**config.mk**
```make
export PLATFORM = sky130hd
export DESIGN_NAME = seq_slice_adder
export DESIGN_NICKNAME = d
export VERILOG_FILES = /design/src/rtl/seq_slice_adder.sv
export SDC_FILE = /design/constraint.sdc
export NUM_CORES = 1
export LEC_CHECK = 0
export CORE_MARGIN = 4
export CORE_UTILIZATION = 45
export CTS_BUF_LIST = sky130_fd_sc_hd__clkbuf_8
export DETAILED_ROUTE_END_ITERATION = 8
export PLACE_DENSITY = 0.82
export SLEW_MARGIN = 15
export SYNTH_ARGS = -nofsm -noshare
export SYNTH_HDL_FRONTEND = slang
export SYNTH_SLANG_ARGS = --single-unit
export TNS_END_PERCENT = 50
```
**constraint.sdc**
```tcl
create_clock -name clk -period 1.8 [get_ports clk]
set_input_delay 0.45 -clock clk [delete_from_list [all_inputs] [get_ports clk]]
set_output_delay 0.45 -clock clk [all_outputs]
set_load 0.005 [all_outputs]
```
**src/rtl/seq_slice_adder.sv**
```systemverilog
// ============================================================================
// Module   : seq_slice_adder
// Purpose  : Multi-cycle ADD/SUB/CMP/ADDC with a registered SLICE-bit carry
//            chain, valid/ready handshakes and Z/GT-C/N/V flags.
//            Define ADDER_SINGLE_CYCLE_EN to do the full add at acceptance.
// Revision : 1.0 - initial release
// ============================================================================
`default_nettype none

module seq_slice_adder #(
    parameter int WIDTH = 32,
    parameter int SLICE = 8
) (
    input  logic             clk,
    input  logic             rst,
    input  logic             in_valid,
    output logic             in_ready,
    input  logic [WIDTH-1:0] a,
    input  logic [WIDTH-1:0] b,
    input  logic [1:0]       ctrl,
    input  logic             cin,
    output logic             out_valid,
    input  logic             out_ready,
    output logic [WIDTH-1:0] result,
    output logic [3:0]       flag,
    output logic             busy
);

    localparam int NSLICE = WIDTH / SLICE;
    localparam int CNT_W  = (NSLICE > 1) ? $clog2(NSLICE) : 1;
    localparam logic [CNT_W-1:0] c_last_cnt = CNT_W'(NSLICE - 1);

    localparam logic [1:0] c_op_add  = 2'b00;
    localparam logic [1:0] c_op_sub  = 2'b01;
    localparam logic [1:0] c_op_cmp  = 2'b10;
    localparam logic [1:0] c_op_addc = 2'b11;

    generate
        if (WIDTH % SLICE != 0) begin : g_width_check
            $error("seq_slice_adder: WIDTH must be a multiple of SLICE");
        end
    endgenerate

    typedef enum logic [1:0] {
        IDLE = 2'd0,
        CALC = 2'd1,
        DONE = 2'd2
    } state_t;

    state_t r_state;
    state_t w_state_next;
    logic   w_accept;

    logic [WIDTH-1:0] r_a;
    logic [WIDTH-1:0] r_b;
    logic [WIDTH-1:0] r_sum;
    logic             r_carry;
    logic [1:0]       r_ctrl;
    logic             r_a_msb;
    logic             r_b_msb;
    logic [CNT_W-1:0] r_cnt;

    // ------------------------------------------------------------------
    // Control FSM
    // ------------------------------------------------------------------
    always_ff @(posedge clk) begin
        if (rst) begin
            r_state <= IDLE;
        end else begin
            r_state <= w_state_next;
        end
    end

    always_comb begin
        w_state_next = r_state;
        w_accept     = 1'b0;
        in_ready     = 1'b0;
        out_valid    = 1'b0;
        busy         = 1'b0;
        case (r_state)
            IDLE: begin
                in_ready = 1'b1;
                if (in_valid) begin
                    w_accept = 1'b1;
`ifdef ADDER_SINGLE_CYCLE_EN
                    w_state_next = DONE;
`else
                    w_state_next = CALC;
`endif
                end
            end
            CALC: begin
                busy = 1'b1;
                if (r_cnt == c_last_cnt) begin
                    w_state_next = DONE;
                end
            end
            DONE: begin
                busy      = 1'b1;
                out_valid = 1'b1;
                if (out_ready) begin
                    w_state_next = IDLE;
                end
            end
            default: w_state_next = IDLE;
        endcase
    end

    // ------------------------------------------------------------------
    // Operand preparation: SUB/CMP add the one's complement plus carry 1
    // ------------------------------------------------------------------
    logic             w_invert_b;
    logic [WIDTH-1:0] w_b_eff;
    logic             w_c0;

    assign w_invert_b = ctrl[0] ^ ctrl[1];
    assign w_b_eff    = w_invert_b ? ~b : b;
    assign w_c0       = (ctrl == c_op_addc) ? cin : w_invert_b;

    // Operands shift right one slice per cycle; sum bits shift in from the top.
    logic [SLICE:0]   w_slice_sum;
    logic [WIDTH-1:0] w_sum_shift;
    logic [WIDTH-1:0] w_a_shift;
    logic [WIDTH-1:0] w_b_shift;

    assign w_slice_sum = {1'b0, r_a[SLICE-1:0]} + {1'b0, r_b[SLICE-1:0]}
                       + {{SLICE{1'b0}}, r_carry};

    generate
        if (NSLICE > 1) begin : g_shift_multi
            assign w_sum_shift = {w_slice_sum[SLICE-1:0], r_sum[WIDTH-1:SLICE]};
            assign w_a_shift   = {{SLICE{1'b0}}, r_a[WIDTH-1:SLICE]};
            assign w_b_shift   = {{SLICE{1'b0}}, r_b[WIDTH-1:SLICE]};
        end else begin : g_shift_single
            assign w_sum_shift = w_slice_sum[SLICE-1:0];
            assign w_a_shift   = '0;
            assign w_b_shift   = '0;
        end
    endgenerate

`ifdef ADDER_SINGLE_CYCLE_EN
    logic [WIDTH:0] w_full;
    assign w_full = {1'b0, a} + {1'b0, w_b_eff} + {{WIDTH{1'b0}}, w_c0};
`endif

    always_ff @(posedge clk) begin
        if (rst) begin
            r_a     <= '0;
            r_b     <= '0;
            r_sum   <= '0;
            r_carry <= 1'b0;
            r_ctrl  <= c_op_add;
            r_a_msb <= 1'b0;
            r_b_msb <= 1'b0;
            r_cnt   <= '0;
        end else if (w_accept) begin
            r_ctrl  <= ctrl;
            r_a_msb <= a[WIDTH-1];
            r_b_msb <= b[WIDTH-1];
            r_cnt   <= '0;
            r_a     <= a;
            r_b     <= w_b_eff;
`ifdef ADDER_SINGLE_CYCLE_EN
            r_sum   <= w_full[WIDTH-1:0];
            r_carry <= w_full[WIDTH];
`else
            r_sum   <= '0;
            r_carry <= w_c0;
`endif
        end else if (r_state == CALC) begin
            r_a     <= w_a_shift;
            r_b     <= w_b_shift;
            r_sum   <= w_sum_shift;
            r_carry <= w_slice_sum[SLICE];
            r_cnt   <= r_cnt + CNT_W'(1);
        end
    end

    // ------------------------------------------------------------------
    // Flags and result, presented only while a result is offered
    // ------------------------------------------------------------------
    logic w_is_add;
    logic w_z;
    logic w_gt;
    logic w_n;
    logic w_v;

    assign w_is_add = (r_ctrl == c_op_add) || (r_ctrl == c_op_addc);
    assign w_z      = (r_sum == '0);
    assign w_gt     = w_is_add ? r_carry : (r_carry & ~w_z);
    assign w_n      = r_sum[WIDTH-1];
    assign w_v      = w_is_add ? ((r_a_msb == r_b_msb) && (w_n != r_a_msb))
                               : ((r_a_msb != r_b_msb) && (w_n != r_a_msb));

    assign result = (out_valid && (r_ctrl != c_op_cmp)) ? r_sum : '0;
    assign flag   = out_valid ? {w_v, w_n, w_gt, w_z} : 4'b0000;

    logic w_unused;
    assign w_unused = (c_op_sub == 2'b01);

endmodule

`default_nettype wire

```
Yosys cells after proc, flatten, opt, wreduce, memory -nomap -nowiden. Cells that the tools add are included.

$add $sub $neg: 3. Multipliers: 0. Div/mod/pow operators: 0. Order comparisons: 0. Eq/ne operators: 12. Shift operators: 0. Multiplexer cells: 21. Bitwise logic cells: 4. Reductions and logical operators: 11.

Operators by type and width (number): 2-to-1 mux 32 bit (6); zero test 32 bit (1); NOT 32 bit (1); 2-to-1 mux 1 bit (10); adder 8 x 8 -> 9 bit (1); adder 9 x 1 -> 9 bit (1); equality test 2 bit (second input constant) (4); inequality test 2 bit (second input constant) (4); 2-to-1 mux 2 bit (3); one-hot mux 2 bit (3 select lines) (1); zero test 2 bit (2); 2-to-1 mux 4 bit (1); OR reduction 2 bit (2); logical AND 1 bit (3); AND reduction 3 bit (1); adder 2 x 1 -> 2 bit (second input constant) (1); equality test 2 x 1 -> 1 bit (second input constant) (1); inequality test 1 bit (2); nonzero test 2 bit (1); AND 1 bit (1); equality test 1 bit (1); logical OR 1 bit (1); NOT 1 bit (1); bitwise XOR 1 bit (1).

Register bits: 105. Bits in latches: 0. RAM bits: 0. ROM bits: 0. Input port bits: 71. Output and inout port bits: 39. Logic and storage cells: 60. Memories kept: 0.

Longest topological paths before layout.
Word-level depth: 5. Gate-level depth with buffers: 8. Depth with buffers taken out: 8.

Worst setup path after synthesis. OpenSTA, ideal clock, no wires.

Path type: reg2reg. From: register r_a[0]. To: register r_sum[30]. Setup time: 0.117 ns. Data arrival time: 1.710 ns. Data required time: 1.683 ns. Path slack: -0.027 ns. Stages on the path, launching flop included: 9. Buffers on the path: 0. Period minus slack after synthesis: 1.827 ns. Cell sequence: dfxtp_1 > fa_1 > inv_1 > fa_1 > nor2b_4 > o31a_4 > o21ai_2 > mux2i_1 > nand2_1.

Longest elaborated chain between the ends: 2.

RTL lines: from (decl) (line 54) `logic [WIDTH-1:0] r_a;`; from (signal assigned) (line 171) `r_a <= w_a_shift;`; adder 8 x 8 -> 9 bit (line 126) `assign w_slice_sum = {1'b0, r_a[SLICE-1:0]} + {1'b0, r_b[SLICE-1:0]}`; adder 9 x 1 -> 9 bit (line 127) `+ {{SLICE{1'b0}}, r_carry};`; to (signal assigned) (line 173) `r_sum <= w_sum_shift;`; to (decl) (line 56) `logic [WIDTH-1:0] r_sum;`.

No other way between the ends. A chain may end at the register's enable or synchronous reset.

Worst setup path after layout.
From: register r_sum[22]. To: output flag[1].

Longest elaborated chain between the ends: 5.

RTL lines: zero test 32 bit (line 189) `assign w_z = (r_sum == '0);`; NOT 1 bit (line 190) `assign w_gt = w_is_add ? r_carry : (r_carry & ~w_z);`; AND 1 bit (line 190); 2-to-1 mux 1 bit (line 190); 2-to-1 mux 4 bit (line 196) `assign flag = out_valid ? {w_v, w_n, w_gt, w_z} : 4'b0000;`; to (decl) (line 25) `output logic [3:0] flag,`.

No other way between the ends.

==> metrics.txt <==
status complete, but fails checks; failing checks setup timing; Worst EP required 1350 ps; num ports 110; largest family of logic cells by synthesized area simple AND/OR/NAND/NOR gates; antenna violations before repair 0; HP Class in -> reg; Post-Synth Simple-Gate Area 0.171; Hold Path Origin rst; gpl congestion 0.852; H-tree depth 3; vias 4513; crit-path max FO 2; ys flop type dfxtp_1; Initial Utilization 0.461; Final Max Slew Viols 0; Largest stage delay, worst path 390 ps; Synth async-reset ratio 0; Die Wd 116 um; #FFs+latches synth 105; relative slew slack 0.760; NumNets Final 807; diode count 0; clk buf depth 2; Unique masters post-synth 41; most common cell after layout, fill and taps aside dfxtp_1; sequential-to-total area share from yosys stat 0.400; post-route cell area 0.00735 mm^2; mux cell area share after synthesis 0.150; most frequent cells in the layout dfxtp_1, nor2_1, mux2i_1; vias in the first global route 4652; first-pass GRT wire length 21.6 mm; Area growth, synth to finish 39.7%; Num CTS Buffers 9; Final Hold Vio Count 0; Routed wire per std cell 15.6 um; Tcrit/Tclk final 1.19; Achievable Freq 466 MHz; M2 GR Usage 0.347; Crit. End Element output port; GRT Util Overall 0.196; slowest CP cell o311a_1; # setup viols final 38; CP Launch Type register; critical path data arrival time 1700 ps; grt total ovfl 0; 1st-pass router iterations 4; crit path setup slack, layout -346 ps; M1 GR Usage 0.244; Worst-Skew Late Latency 350 ps; CTS Sinks 105; Final TNS setup -6580 ps; crit path cell chain nor4_2 -> nand4_1 -> o311a_1 -> buf_2; Core ar. 0.0114 mm^2; warning count from the yosys run 0; Iteration-0 DRC Markers 215; IO buf count 109; Post-synth EDFFs 0; clk root buf clkbuf_8; ratio of cells with drive above 1 in the final layout 0.261; Max Cap Viol 0; reg2reg start r_a[0]$_SDFFE_PP0P_; Cells after Synth 577; GRT busiest layer met2; post-route antenna net violation count 0; Post-Syn Area 0.00526 mm^2; unrepaired setup endpoints after global routing yes; final WL 13.5 mm; TritonCTS clock tree built; Synth Area in Adders 0.0385; largest net degree at the start of global routing 65; complex-gate fraction of the synthesized area 0.125; VDD IR max 0.720 mV; syn_nets 663; vias per cell 5.20; grt met3 use 0.0275; die height 116 um; minimum clock period 2150 ps; clk slew on worst S/H paths 90 ps; Worst setup startpoint r_sum[22]$_SDFFE_PP0P_; PD cells 1200 mW/mm^2; DP Area 0.00681 mm^2; Worst Skew 10.2 ps; syn_area_per_cell 9.12 um^2; XOR/XNOR Fraction of Synth Area 0.0583; die area 0.0135 mm^2; HPWL Detailed 9.61 mm; row cnt 39; DR DRC count 0; leakage 2.96 nW; Worst-Margin Slew 360 ps; Setup CP Type reg -> out
[where the power goes]
part           switching (mW)  internal [mW]
combinational            2.21           2.10
clock                   0.743          0.620
sequential              0.333           2.83
[what timing repair did]
action	in CTS	in global routing
setup buffers	4	4
hold buffers	0	0
pin swaps	34	19
cloned	3	0
setup endpoints to repair	42	51
gates resized for setup	206	46
[per-stage QoR]
step,hold slack (ps),setup slack [ps],power [mW],utilization,std cells
6_report,386,-346,8.84,0.644,868
2_1_floorplan,436,-1.03,5.88,-,577
5_1_grt,377,-402,9.40,0.644,868
3_3_place_gp,445,-324,6.91,0.596,843
3_5_place_dp,463,-322,7.07,0.596,843
4_1_cts,376,-400,8.67,0.628,865
[synthesized netlist by cell type (8+ instances only)]
cell type / n / area (um^2)
dfxtp_1: 105 / 2100
nor2_1: 83 / 312
mux2i_1: 79 / 791
a211oi_1: 51 / 383
and2_1: 34 / 213
xor2_1: 34 / 298
nand2_1: 32 / 120
a21oi_1: 31 / 155
clkbuf_1: 18 / 67.6
nand3_1: 18 / 90.1
ha_1: 13 / 163
inv_1: 9 / 33.8
buf_2: 8 / 40.0
nor4_1: 8 / 50.1
[per-layer routing]
layer  wire [um]  up-vias
met1        5930     2102
met4         263        0
met3         400       26
li1            -     2287
met5           0        -
met2        6920       98
[layout make-up]
cell class,count,area (um^2)
Tap cell,143,179
Timing Repair Buffer,177,1750
Sequential cell,105,2110
Inverter,10,40.0
Clock inverter,6,53.8
Multi-Input combinational cell,418,3090
Clock buffer,9,124
Fill cell,887,4070
[path summary, 6_finish.rpt]
kind	cells past startpoint	end	slack [ps]
max reg2reg	8	r_sum[30]$_SDFFE_PP0P_	-120
min	2	r_b[3]$_SDFFE_PP0P_	390
min reg2reg	2	r_b[29]$_SDFFE_PP0P_	480
max	4	flag[1]	-350
[cell families after synthesis]
group	Yosys count
AND/OR/NAND/NOR	192
flip-flops	105
AO/OA/AOI/OAI	97
multiplexers	79
buffers and inverters	54
XOR/XNOR	35
adder cells (fa/ha/maj)	15
[worst max-delay path: cells and delay by family, from the launching register on]
kind	cells	cell delay (ps)
DFF	1	340
buffers and inverters	1	130
AOI/OAI and AO/OA	1	390
and+or+nand+nor	2	490
[registers in the layout (all words and copies together), names as in the netlist]
register / flops
r_carry: 1
r_ctrl: 2
r_b_msb: 1
r_cnt: 2
r_state: 2
r_b: 32
r_sum: 32
r_a_msb: 1
r_a: 32
Note: power is estimated with default switching activity, not from simulation.
